<file path="config.mk">
export PLATFORM = sky130hd
export DESIGN_NAME = inv_shift_rows_stage
export DESIGN_NICKNAME = d
export VERILOG_FILES = /design/src/rtl/aes_pkg.sv /design/src/rtl/aes_skid_buf.sv /design/src/rtl/inv_shift_rows_stage.sv
export SDC_FILE = /design/constraint.sdc
export NUM_CORES = 1
export LEC_CHECK = 0
export CORE_MARGIN = 2
export CORE_UTILIZATION = 52
export CTS_CLUSTER_SIZE = 20
export DETAILED_ROUTE_END_ITERATION = 8
export PLACE_DENSITY_LB_ADDON = 0.1
export SLEW_MARGIN = 10
export SYNTH_ARGS = -nofsm -noshare
export SYNTH_HDL_FRONTEND = slang
export SYNTH_SLANG_ARGS = --single-unit
</file>
<file path="constraint.sdc">
create_clock -name clk -period 2.12 [get_ports clk]
set_clock_uncertainty 0.1 [all_clocks]
set_input_delay 0.636 -clock clk [delete_from_list [all_inputs] [get_ports clk]]
set_output_delay 0.636 -clock clk [all_outputs]
set_load 0.01 [all_outputs]
</file>
<file path="src/rtl/aes_pkg.sv">
// rtl/aes_pkg.sv - shared AES decrypt-datapath types, widths and byte-permutation helper
package aes_pkg;

  localparam int AES_STATE_W = 128;
  localparam int AES_BYTE_W  = 8;

  // Occupancy of a 2-entry elastic buffer
  typedef enum logic [1:0] {
    OCC_EMPTY = 2'd0,
    OCC_ONE   = 2'd1,
    OCC_TWO   = 2'd2
  } occ_e;

  // InvShiftRows on a column-major state (byte i = s[127-8i -: 8]).
  // Output byte at (col c, row r) comes from input (col (c-r) mod 4, row r),
  // i.e. row r is rotated right by r positions.
  function automatic logic [AES_STATE_W-1:0] aes_inv_shift_rows(
    input logic [AES_STATE_W-1:0] s
  );
    logic [AES_STATE_W-1:0] res;
    int dst;
    int src;
    res = '0;
    for (int c = 0; c < 4; c++) begin
      for (int r = 0; r < 4; r++) begin
        dst = 4 * c + r;
        src = 4 * ((c - r + 4) % 4) + r;
        res[AES_STATE_W-1-AES_BYTE_W*dst -: AES_BYTE_W] =
          s[AES_STATE_W-1-AES_BYTE_W*src -: AES_BYTE_W];
      end
    end
    return res;
  endfunction

endpackage

</file>
<file path="src/rtl/aes_skid_buf.sv">
// rtl/aes_skid_buf.sv - generic 2-entry valid/ready skid buffer with registered handshake outputs
module aes_skid_buf
  import aes_pkg::*;
#(
  parameter int W = 133
) (
  input  logic         clk,
  input  logic         reset,
  input  logic         in_valid,
  output logic         in_ready,
  input  logic [W-1:0] in_data,
  output logic         out_valid,
  input  logic         out_ready,
  output logic [W-1:0] out_data
);

  occ_e         occ_q, occ_d;
  logic [W-1:0] head_q, head_d;
  logic [W-1:0] tail_q, tail_d;
  logic         in_ready_q, in_ready_d;
  logic         out_valid_q, out_valid_d;
  logic         accept;
  logic         drain;

  // Next occupancy and entry contents; head is always the oldest entry
  always_comb begin
    occ_d  = occ_q;
    head_d = head_q;
    tail_d = tail_q;
    accept = in_valid & in_ready_q;
    drain  = out_valid_q & out_ready;
    case (occ_q)
      OCC_EMPTY: begin
        if (accept) begin
          head_d = in_data;
          occ_d  = OCC_ONE;
        end
      end
      OCC_ONE: begin
        if (accept && !drain) begin
          tail_d = in_data;
          occ_d  = OCC_TWO;
        end else if (drain && !accept) begin
          occ_d = OCC_EMPTY;
        end else if (accept && drain) begin
          // Head leaves this cycle, so the new state replaces it directly
          head_d = in_data;
        end
      end
      OCC_TWO: begin
        // in_ready is low here, so only a drain can happen
        if (drain) begin
          head_d = tail_q;
          occ_d  = OCC_ONE;
        end
      end
      default: occ_d = OCC_EMPTY;
    endcase
    // Handshake outputs are decoded from the next occupancy and registered,
    // keeping out_ready->in_ready and in_valid->out_valid free of comb paths
    in_ready_d  = (occ_d != OCC_TWO);
    out_valid_d = (occ_d != OCC_EMPTY);
  end

  // State registers; reset drops any buffered entries and clears their contents
  always_ff @(posedge clk) begin
    if (reset) begin
      occ_q       <= OCC_EMPTY;
      head_q      <= '0;
      tail_q      <= '0;
      in_ready_q  <= 1'b1;
      out_valid_q <= 1'b0;
    end else begin
      occ_q       <= occ_d;
      head_q      <= head_d;
      tail_q      <= tail_d;
      in_ready_q  <= in_ready_d;
      out_valid_q <= out_valid_d;
    end
  end

  assign in_ready  = in_ready_q;
  assign out_valid = out_valid_q;
  assign out_data  = head_q;

endmodule

</file>
<file path="src/rtl/inv_shift_rows_stage.sv">
// rtl/inv_shift_rows_stage.sv - AES InvShiftRows elastic pipeline stage for the decrypt round
module inv_shift_rows_stage
  import aes_pkg::*;
#(
  parameter int SB_W         = 5,
  parameter bit ZERO_ON_IDLE = 1'b1
) (
  input  logic                   clk,
  input  logic                   reset,
  input  logic                   in_valid,
  output logic                   in_ready,
  input  logic [AES_STATE_W-1:0] in_state,
  input  logic [SB_W-1:0]        in_sb,
  output logic                   out_valid,
  input  logic                   out_ready,
  output logic [AES_STATE_W-1:0] out_state,
  output logic [SB_W-1:0]        out_sb
);

  localparam int BUF_W = AES_STATE_W + SB_W;

  logic [BUF_W-1:0] buf_in;
  logic [BUF_W-1:0] buf_out;
  logic             buf_valid;

  // Permute on the way in so the buffer only ever holds finished states
  always_comb begin
    buf_in = {aes_inv_shift_rows(in_state), in_sb};
  end

  aes_skid_buf #(
    .W(BUF_W)
  ) u_skid (
    .clk      (clk),
    .reset    (reset),
    .in_valid (in_valid),
    .in_ready (in_ready),
    .in_data  (buf_in),
    .out_valid(buf_valid),
    .out_ready(out_ready),
    .out_data (buf_out)
  );

  // Optionally blank the outputs when idle so no stale key-dependent state is visible
  always_comb begin
    out_valid = buf_valid;
    out_state = buf_out[BUF_W-1 -: AES_STATE_W];
    out_sb    = buf_out[SB_W-1:0];
    if (ZERO_ON_IDLE && !buf_valid) begin
      out_state = '0;
      out_sb    = '0;
    end
  end

endmodule

</file>
Word level (Yosys, flattened, before mapping)

Index checks and enable logic that the tools add are counted.

Bits in registers: 270
Latch bits: 0
RAM bits: 0
ROM bits: 0
Input bits: 137
Output and inout port bits: 135
Word-level logic and storage cells: 38
Memories kept: 0

Add/subtract/negate cells: 0
Multipliers: 0
Divide/modulo/power cells: 0
Magnitude comparators: 0
Equal/unequal tests: 8
Shifts and indexed selects: 0
Multiplexer cells: 13
Bitwise logic cells: 2
Reduce and logical (&&, ||, !) cells: 10

Operators by type and width:

| operator           | count |
|---|---|
| $mux 133           | 5 |
| $pmux 133 s3       | 1 |
| $mux 128           | 1 |
| $mux 2             | 4 |
| $ne 2x1->1 const B | 3 |
| $ne 2x2->1 const B | 3 |
| $pmux 2 s3         | 1 |
| $reduce_and 6->1   | 1 |
| $mux 5             | 1 |
| $logic_and 1x1->1  | 3 |
| $reduce_bool 3->1  | 1 |
| $and 1x1->1        | 2 |
| $eq 2x1->1 const B | 1 |
| $eq 2x2->1 const B | 1 |
| $logic_not 1->1    | 2 |
| $logic_not 2->1    | 1 |
| $reduce_and 2->1   | 1 |
| $reduce_bool 2->1  | 1 |

Longest topological paths before layout

Gate-level depths: netlist (run 1).

Depth in word-level cells: 7
Mapped depth: 8
Mapped depth without buffers: 3

Cells and area by module

A second synthesis (run 1) with hierarchy kept.

Cells, all modules: 1397
Area total of the unflattened synthesis: 13913.3 um^2

By module, submodules not included:

| module               | instances | cells an instance | area each (um^2) | seq. area each (um^2) |
|---|---|---|---|---|
| aes_skid_buf         | 1         | 1250              | 12961.2          | 5405.2 |
| inv_shift_rows_stage | 1         | 147               | 952.2            | 0.0 |

Least setup slack after synthesis (run 1)

No wires, ideal clock.

Path type: input to register
Start point: in reset
End point: reg u_skid.head_q[100] (netlist: u_skid.out_data[100])
Library setup time: 0.146 ns
Arrival time: 1.744 ns
Required time: 1.874 ns
Setup slack: 0.130 ns
Cell stages on the path: 5
Path buffers: 4
Cell sequence: clkbuf_1 buf_2 clkbuf_1 clkbuf_1 a211oi_2

RTL lines:

| what                 | line                      | RTL |
|---|---|---|
| from (decl)          | inv_shift_rows_stage.sv:9 | `input logic reset,` |
| to (signal assigned) | aes_skid_buf.sv:69        | `head_q <= '0;` |
| to (signal assigned) | aes_skid_buf.sv:75        | `head_q <= head_d;` |
| to (decl)            | aes_skid_buf.sv:18        | `logic [W-1:0] head_q, head_d;` |

No word-level cell between the ends.

Worst setup path in the final report (run 1)

Start point: reg u_skid.out_valid_q (netlist: u_skid.out_valid)
End point: out out_state[4]

Word-level cells in the longest chain between the ends: 1

RTL lines:

| what                   | line                       | RTL |
|---|---|---|
| from (decl)            | aes_skid_buf.sv:21         | `logic out_valid_q, out_valid_d;` |
| from (signal assigned) | aes_skid_buf.sv:78         | `out_valid_q <= out_valid_d;` |
| $mux 128               | inv_shift_rows_stage.sv:49 | `if (ZERO_ON_IDLE && !buf_valid) begin` |
| to (decl)              | inv_shift_rows_stage.sv:16 | `output logic [AES_STATE_W-1:0] out_state,` |

Every way passes these cells.

==> out/results.tsv, run 1 <==
metric	value	unit
fin_nets	1772	
antenna_found_initial	2	
grt_setup_unrepaired	yes	
cts.sinks	270	
syn_area_per_cell	10.0	sq um
drcViolationCount	0	
grt_overflow	0	
worst_slack	-0.241	ns
synth_top_area_share	39.4	%
cts.clk_slew.worst_paths	0.06	ns
critical_path_class	register to output port	
placed_cells	1912	
route.met3.wl	2330	um
gp_congestion	0.774	
portBuffers	271	
drive_above_1_share	27.3	%
top_layer_used	met4	
crit_required	1.38	ns
vias	11100	
dpl.hpwl	23500	um
p_per_area	792	nW/um^2
worstSetupStartpoint	u_skid.out_valid$_SDFF_PP0_	
period_share	111	%
slew_headroom	68.2	%
wl_met2	17400	um
swShare	27.9	%
cts_tree	done	
first_iter_violations	639	
crit_path_max_incr_delay	0.37	ns
synth-seq-cells	270	
leakage	6.89	nW
die_w	166	um
tightest_slew	0.477	ns
insertion_delay	0.54	ns
timing.fmax	423	MHz
routed_wl	36800	um
status	finished with violations	
cts_max_level	1	
synth_fp_nets	1504	
cp-end-kind	output port	
synth_warnings	0	
ys_seq_area_share	39.4	%
crit_path_max_fanout	18	
fp.dieH	166	um
die_area	27700	sq um
grt.total_usage	24.8	%
clockBufferDepth	3	
grt_first_pass_wirelength	58000	um
hold_class	register to register	
rows	59	
yosys.area.top_type	dfxtp_1	
setup_violations	133	
grt_start_max_net_pins	57	
worstPathCellList	buf_4 > buf_12 > buf_4 > and2_4 > buf_6	
finalHoldViolations	0	
ant_nets	0	
finalNonFillerCells	1994	
period_needed	2.36	ns
crit_slowest_cell	dfxtp_4	
cts_hold_buffers	0	
fp.coreArea	26000	sq um
wl_met1	16500	um
syn2layout_area_growth	37.3	%
total_power	14.9	mW
violations	setup timing	
root_buffer	clkbuf_16	
first_global_vias	11200	
worstPathArrival	1.63	ns
crit_top_cell	buf_4	
numCtsBuffers	29	
max-vdd-ir-drop	680	uV
firstDrtPassIters	5	
slew_viol_final	0	
p_sw	4.16	mW
power_frac_comb	25.9	%
io_pins	272	
syn_inst	1367	
hp-start	u_skid.tail_q[89]$_SDFFE_PP0N_	
reg2reg_from	u_skid.out_valid$_SDFF_PP0_	
internal_power	10.8	mW
startpoint_type	register	
synth_area	13700	sq um
hold_ws	0.372	ns
clkPwrFrac	34.6	%
initial_core_util	52.8	%
wire_per_inst	18.5	um
synth_cell_types	23	
sequentialPowerShare	39.5	%
avgViaCountPerCell	5.58	
maxCapViolCount	0	
ys_top_cells_by_area	dfxtp_1 39%, mux2i_1 19%, nand2b_1 12%	
## area by class of cell
cell class,instances,area (sq um)
Antenna cell,1,2.50
Timing Repair Buffer,387,4190
Clock buffer,45,886
Fill cell,1948,7130
Clock inverter,9,101
Sequential cell,270,5410
Tap cell,335,419
Multi-Input combinational cell,946,7850
Inverter,1,3.75
## worst paths after layout
| check | end | slack (ns) | cells after the start |
|---|---|---|---|
| max | out_state[4] | -0.24 | 5 |
| min | u_skid.tail_q[89]$_SDFFE_PP0N_ | 0.37 | 2 |
| max reg2reg | u_skid.out_data[132]$_SDFFE_PP0P_ | 0.04 | 8 |
| min reg2reg | u_skid.tail_q[89]$_SDFFE_PP0N_ | 0.37 | 2 |
## critical path, delay by kind of cell (launching register included)
family	cells	cell delay, ns
flops	1	0.37
buf+inv	4	0.54
simple gates	1	0.16
## metal layers
metal | track usage [%] | vias to the layer above
li1 | - | 5378
met1 | 33.5 | 5404
met2 | 41.0 | 297
met3 | 5.06 | 46
met4 | 5.43 | 0
met5 | 0 | -
## power by group through the flow
stage | registers, mW | clock network (mW) | logic (mW)
finish | 5.90 | 5.16 | 3.87
floorplan | 5.89 | 0 | 2.15
global placement | 5.95 | 0 | 3.51
CTS | 5.88 | 5.25 | 3.58
detailed placement | 5.98 | 0 | 3.57
global route | 5.96 | 5.46 | 4.14
## through the flow
stage	instance area, sq um	setup TNS, ns	utilization [%]	setup slack (ns)
4_1_cts	18500	-50.36	71.3	-0.515
6_report	18900	-17.66	72.6	-0.241
3_5_place_dp	17500	-47.54	67.3	-0.311
5_1_grt	18900	-23.60	72.6	-0.277
3_3_place_gp	17500	-41.68	67.3	-0.236
2_1_floorplan	13700	0	-	0.130
## synth_stat cells
cell / instances
clkbuf_1: 89
xnor2_1: 1
a21o_1: 2
buf_4: 1
and2_1: 133
buf_6: 11
mux2i_1: 266
nor2b_1: 1
inv_1: 1
buf_1: 5
a21bo_1: 1
o31ai_1: 1
a211oi_1: 196
nand2b_1: 268
a211oi_2: 70
nand2_1: 1
a21oi_1: 2
nand4b_1: 1
buf_2: 44
and3b_1: 1
and4b_1: 1
a221o_1: 1
dfxtp_1: 270
## sequential cells by signal (all words and copies together), names as in the netlist
register / flops
u_skid.tail_q: 133
u_skid.out_valid: 1
u_skid.out_data: 133
u_skid.in_ready: 1
u_skid.occ_q: 2
## cells in the final DEF (no fill, tap or decap), types with 2 or more instances in the layout
| cell | count |
|---|---|
| and2_4 | 77 |
| clkdlybuf4s50_1 | 135 |
| and2_1 | 56 |
| buf_8 | 6 |
| buf_2 | 25 |
| nand2b_1 | 268 |
| buf_4 | 47 |
| bufinv_16 | 2 |
| clkbuf_16 | 34 |
| clkbuf_2 | 32 |
| clkbuf_1 | 6 |
| a211oi_2 | 70 |
| clkbuf_8 | 10 |
| buf_12 | 50 |
| buf_6 | 85 |
| a211oi_1 | 196 |
| dfxtp_1 | 269 |
| clkinv_2 | 5 |
| mux2i_1 | 266 |
## cells by family after synthesis
logic type | synth area share [%]
AOI/OAI and AO/OA | 17.5
xor gates and xnor gates | 0.0638
buffers and inverters | 5.16
DFF | 39.4
muxes | 19.4
and+or+nand+nor | 18.5
## timing repair
item                       CTS  global route
cloned                       0             8
hold endpoints to repair     0             0
setup endpoints to repair  135           135
pin swaps                    0            53
gates resized for setup    169           429
buffers inserted             0            19
Power figures use the tool's default switching activity.
==> run 2, diff against run 1 <==
--- a/config.mk
+++ b/config.mk
@@ -5,6 +5,8 @@
 export SDC_FILE = /design/constraint.sdc
 export NUM_CORES = 1
 export LEC_CHECK = 0
+export CAP_MARGIN = 20
+export CORE_ASPECT_RATIO = 0.7
 export CORE_MARGIN = 2
 export CORE_UTILIZATION = 52
 export CTS_CLUSTER_SIZE = 20
==> out/results.tsv, run 2 (same netlist as run 1, synthesis figures left out) <==
metric	value	unit	change
status	finished with violations		
violations	setup timing		
finalNonFillerCells	2000		+0.30%
tightest_slew	0.436	ns	-0.0405 ns
firstDrtPassIters	5		unchanged
dpl.hpwl	23600	um	+0.44%
clockBufferDepth	3		unchanged
drcViolationCount	0		unchanged
ant_nets	0		unchanged
cts.sinks	270		unchanged
setup_violations	249		+87%
cts.clk_slew.worst_paths	0.06	ns	about the same
routed_wl	42800	um	+16%
avgViaCountPerCell	5.73		+2.7%
crit_slowest_cell	dfxtp_4		
finalHoldViolations	0		unchanged
multi_input_area	8920	sq um	+14%
insertion_delay	0.54	ns	about the same
seqCellArea	5410	sq um	unchanged
dpl_cell_area	17200	sq um	-1.9%
initial_core_util	53.2	%	+0.36 points
grt.total_usage	26.2	%	+1.4 points
root_buffer	clkbuf_16		
slew_headroom	70.9	%	+2.7 points
fin_tns_setup	-25.41	ns	-7.75 ns
startpoint_type	register		
slew_viol_final	0		unchanged
period_needed	2.35	ns	-0.0134 ns
placed_cells	1902		-0.52%
die_area	27700	sq um	about the same
p_per_area	775	nW/um^2	-2.1%
period_share	111	%	-0.63 points
cts_hold_buffers	0		unchanged
rows	49		-17%
grt_overflow	0		unchanged
wire_per_inst	21.4	um	+16%
syn2layout_area_growth	45.7	%	
numCtsBuffers	27		-6.9%
critical_path_class	register to output port		
final_cell_mix	269 x dfxtp_1, 268 x nand2b_1, 266 x mux2i_1, 228 x a211oi_2, 135 x clkdlybuf4s50_1		
die_w	198	um	+19%
worstPathArrival	1.61	ns	-0.02 ns
crit_top_cell	buf_12		
worst_slack	-0.228	ns	+0.0134 ns
cts_tree	done		
max-vdd-ir-drop	660	uV	-2.9%
layout_commonest_cell	dfxtp_1		
drive_above_1_share	36.8	%	+9.5 points
gp_congestion	0.763		-1.5%
leakage	7.16	nW	+4.0%
cts_max_level	1		unchanged
fillerInstances	1675		-14%
first_global_vias	11100		-0.81%
worstPathCellList	buf_12 > buf_12 > and2_1 > clkdlybuf4s15_2		
io_pins	272		unchanged
timing.fmax	426	MHz	+0.57%
cp-end-kind	output port		
grt_start_max_net_pins	64		+12%
fin_nets	1758		-0.79%
crit_path_max_incr_delay	0.38	ns	about the same
grt_setup_unrepaired	yes		
grt_first_pass_wirelength	59300	um	+2.3%
fp.dieH	140	um	-16%
crit_path_max_fanout	19		+1
first_iter_violations	662		+3.6%
fp.coreArea	25800	sq um	-0.67%
portBuffers	271		unchanged
crit_required	1.38	ns	about the same
vias	11500		+3.0%
antenna_found_initial	1		-1
fin_area	20000	sq um	+6.1%
hold_class	register to register		
maxCapViolCount	0		unchanged
final_util	77.5	%	+4.9 points
[run 2: cell types whose count changed in the layout (fill, tap and decap cells not counted), sizes merged, moves of 2 or more]
| cell | delta |
|---|---|
| a21o | +3 |
| bufinv | -2 |
| clkbuf | -21 |
| clkdlybuf4s15 | +2 |
[run 2: stage by stage]
step / power [mW] / setup slack [ns] / hold slack (ns)
final: 15.5 / -0.228 / 0.374
after global routing: 16.1 / -0.269 / 0.387
after CTS: 14.3 / -0.239 / 0.377
after detailed placement: 9.45 / -0.265 / 0.363
after global placement: 9.36 / -0.202 / 0.357
after floorplan: 8.04 / 0.130 / 0.348
[run 2: cell type report]
cell class | count | area share [%]
Tap cell | 357 | 2.23
Clock buffer | 42 | 4.11
Inverter | 1 | 0.0188
Antenna cell | 1 | 0.0125
Multi-Input combinational cell | 950 | 44.6
Sequential cell | 270 | 27.0
Timing Repair Buffer | 371 | 21.7
Clock inverter | 8 | 0.263
[run 2: layer usage]
layer	share of wire, %	global-route usage, %	wire, um
met5	0	0	0
met1	46	37.1	19700
met2	46	41.6	19600
met3	5.7	3.95	2450
met4	2.3	7.12	984
[run 2: final timing paths]
kind / from / to / slack, ns / cells past startpoint
max: u_skid.out_valid$_SDFF_PP0_ / out_sb[1] / -0.23 / 4
min: u_skid.tail_q[22]$_SDFFE_PP0N_ / u_skid.tail_q[22]$_SDFFE_PP0N_ / 0.37 / 2
max reg2reg: u_skid.out_valid$_SDFF_PP0_ / u_skid.out_data[93]$_SDFFE_PP0P_ / -0.17 / 11
min reg2reg: u_skid.tail_q[22]$_SDFFE_PP0N_ / u_skid.tail_q[22]$_SDFFE_PP0N_ / 0.37 / 2
[run 2: power by group]
part           internal, mW  switching (mW)  total [mW]
combinational          2.51            2.26        4.77
clock                  2.67            2.06        4.73
sequential             5.61           0.399        6.01
total                  10.8            4.72        15.5
[run 2: what timing repair did]
action | 4_1_cts | 5_1_grt
setup endpoints to repair | 135 | 267
gates resized for setup | 628 | 272
cloned | 7 | 27
pin swaps | 23 | 58
buffers inserted | 8 | 7
[run 2: critical path: cells and delay by family (launching register included)]
| kind | cells | cell delay (ns) |
|---|---|---|
| flops | 1 | 0.38 |
| simple gates | 1 | 0.16 |
| buf+inv | 3 | 0.52 |
==> run 3, diff against run 2 <==
==> constraint.sdc (replaced) <==
create_clock -name clk -period 2.12 [get_ports clk]
set_clock_uncertainty 0.1 [all_clocks]
set_input_delay 0.636 -clock clk [delete_from_list [all_inputs] [get_ports clk]]
set_output_delay 0.636 -clock clk [all_outputs]
set_load 0.02 [all_outputs]
==> out/results.tsv, run 3 (same netlist as run 1, synthesis figures left out) <==
metric	value	unit	change
fin_nets	1753		-0.28%
leakage	6.91	nW	-3.5%
cts_max_level	1		unchanged
worstPathCellList	buf_12 > buf_12 > clkbuf_16 > and2_4 > buf_6		
wire_per_inst	20.4	um	-4.4%
crit_slowest_cell	dfxtp_4		
internal_power	10.4	mW	-3.3%
fillerInstances	1791		+6.9%
total_power	15.0	mW	-3.3%
max-vdd-ir-drop	761	uV	+15%
avgViaCountPerCell	5.68		-0.96%
crit_path_max_fanout	6		-13
final_cell_mix	269 x dfxtp_1, 268 x nand2b_1, 266 x mux2i_1, 163 x a211oi_2, 135 x clkdlybuf4s50_1		
fin_area	19400	sq um	-3.2%
dpl_cell_area	17100	sq um	about the same
sequentialPowerShare	39.6	%	+0.9 points
p_sw	4.56	mW	-3.3%
period_share	112	%	+1.5 points
root_buffer	clkbuf_16		
ant_nets	0		unchanged
holdPathEnd	u_skid.tail_q[117]$_SDFFE_PP0N_		
cp-end-kind	output port		
antennaDiodeCount	0		-1
vias	11300		-1.4%
rows	49		unchanged
period_needed	2.38	ns	+0.0326 ns
portBuffers	271		unchanged
place_ws	-0.255	ns	+0.0107 ns
initial_core_util	53.2	%	unchanged
first_iter_violations	753		+14%
hold_class	register to register		
drive_above_1_share	31.0	%	-5.8 points
io_pins	272		unchanged
dpl.hpwl	23700	um	+0.23%
tightest_slew	0.430	ns	-0.00632 ns
slew_viol_final	0		unchanged
r2r_cells	9		-2
setup_violations	151		-39%
multi_input_area	8380	sq um	-6.1%
crit_path_max_incr_delay	0.40	ns	+0.02 ns
status	finished with violations		
gp_congestion	0.763		about the same
clkPwrFrac	30.8	%	+0.3 points
startpoint_type	register		
grt_overflow	0		unchanged
syn2layout_area_growth	41.1	%	
cts.clk_slew.worst_paths	0.07	ns	about the same
clockBufferDepth	3		unchanged
worstReg2RegEnd	u_skid.out_data[1]$_SDFFE_PP0P_		
hp-start	u_skid.tail_q[117]$_SDFFE_PP0N_		
drcViolationCount	0		unchanged
grt_first_pass_wirelength	57800	um	-2.7%
rrSetupSlack	-0.04	ns	+0.13 ns
timing.fmax	420	MHz	-1.4%
seqCellArea	5410	sq um	unchanged
maxCapViolCount	0		unchanged
crit_required	1.38	ns	about the same
finalHoldViolations	0		unchanged
die_w	198	um	unchanged
grt_start_max_net_pins	64		unchanged
swShare	30.4	%	about the same
grt_setup_unrepaired	yes		
firstDrtPassIters	5		unchanged
cts.sinks	270		unchanged
power_frac_comb	29.5	%	-1.3 points
fp.dieH	140	um	unchanged
fp.coreArea	25800	sq um	unchanged
worstPathArrival	1.64	ns	+0.03 ns
placed_cells	1902		unchanged
critical_path_class	register to output port		
layout_commonest_cell	dfxtp_1		
numCtsBuffers	27		unchanged
violations	setup timing		
p_per_area	775	nW/um^2	about the same
slew_headroom	71.3	%	+0.42 points
routed_wl	40700	um	-4.9%
finalNonFillerCells	1991		-0.45%
holdPathStages	2		unchanged
worst_slack	-0.261	ns	-0.0326 ns
crit_top_cell	buf_12		
antenna_found_initial	0		-1
die_area	27700	sq um	unchanged
reg2reg_from	u_skid.out_valid$_SDFF_PP0_		
cts_tree	done		
first_global_vias	10800		-3.1%
grt.total_usage	25.6	%	-0.62 points
insertion_delay	0.53	ns	about the same
## run 3: power groups by stage
stage               registers [mW]  clock network [mW]  logic (mW)
finish                        5.95                4.63        4.43
global route                  6.00                4.87        4.67
CTS                           5.90                4.68        3.66
detailed placement            6.00                   0        3.58
global placement              5.99                   0        3.51
floorplan                     5.89                   0        2.28
## run 3: worst max path at each step
stage | cells after the start | from | slack, ns | endpoint
after global routing | 5 | u_skid.out_valid$_SDFF_PP0_ | -0.29 | out_state[97]
after CTS | 3 | u_skid.out_valid$_SDFF_PP0_ | -0.26 | out_state[58]
after global placement | 6 | in_valid | -0.19 | u_skid.tail_q[114]$_SDFFE_PP0N_
after detailed placement | 5 | in_valid | -0.25 | u_skid.out_data[25]$_SDFFE_PP0P_
final | 5 | u_skid.out_valid$_SDFF_PP0_ | -0.26 | out_state[97]
after floorplan | 4 | u_skid.out_valid$_SDFF_PP0_ | 0.07 | out_state[100]
## run 3: area by class of cell
type / instances / share of cell area (%)
sequential: 270 / 27.9
inverter: 1 / 0.0194
clock buffer: 35 / 3.85
multi-input combinational: 949 / 43.2
tap: 357 / 2.31
timing repair buffer: 367 / 22.2
clock inverter: 12 / 0.472
## run 3: timing repair
action	in CTS	in global routing
cloned	2	25
endpoints found under the setup margin	135	266
resized for setup	540	353
hold buffers	0	0
setup buffers	4	11
hold endpoints to repair	0	0
pin swaps	0	30
## run 3: metrics by stage
| step | hold slack (ns) | TNS [ns] | util, % |
|---|---|---|---|
| after CTS | 0.374 | -25.54 | 70.3 |
| after detailed placement | 0.365 | -53.41 | 66.4 |
| after global routing | 0.389 | -23.11 | 75.0 |
| final | 0.373 | -16.68 | 75.0 |
| after global placement | 0.357 | -45.11 | 66.4 |
| after floorplan | 0.348 | 0 | - |
## run 3: metal layers
layer	up-vias	track usage, %	wire length (um)
met2	339	40.8	18400
li1	5346	-	-
met3	55	3.88	2070
met1	5562	36.4	19400
met4	0	6.02	805
met5	-	0	0
## run 3: worst max-delay path: cells and delay by family, from the launching register on
family / cells / cell delay, ns
buffers and inverters: 4 / 0.57
flip-flops: 1 / 0.40
AND/OR/NAND/NOR: 1 / 0.15
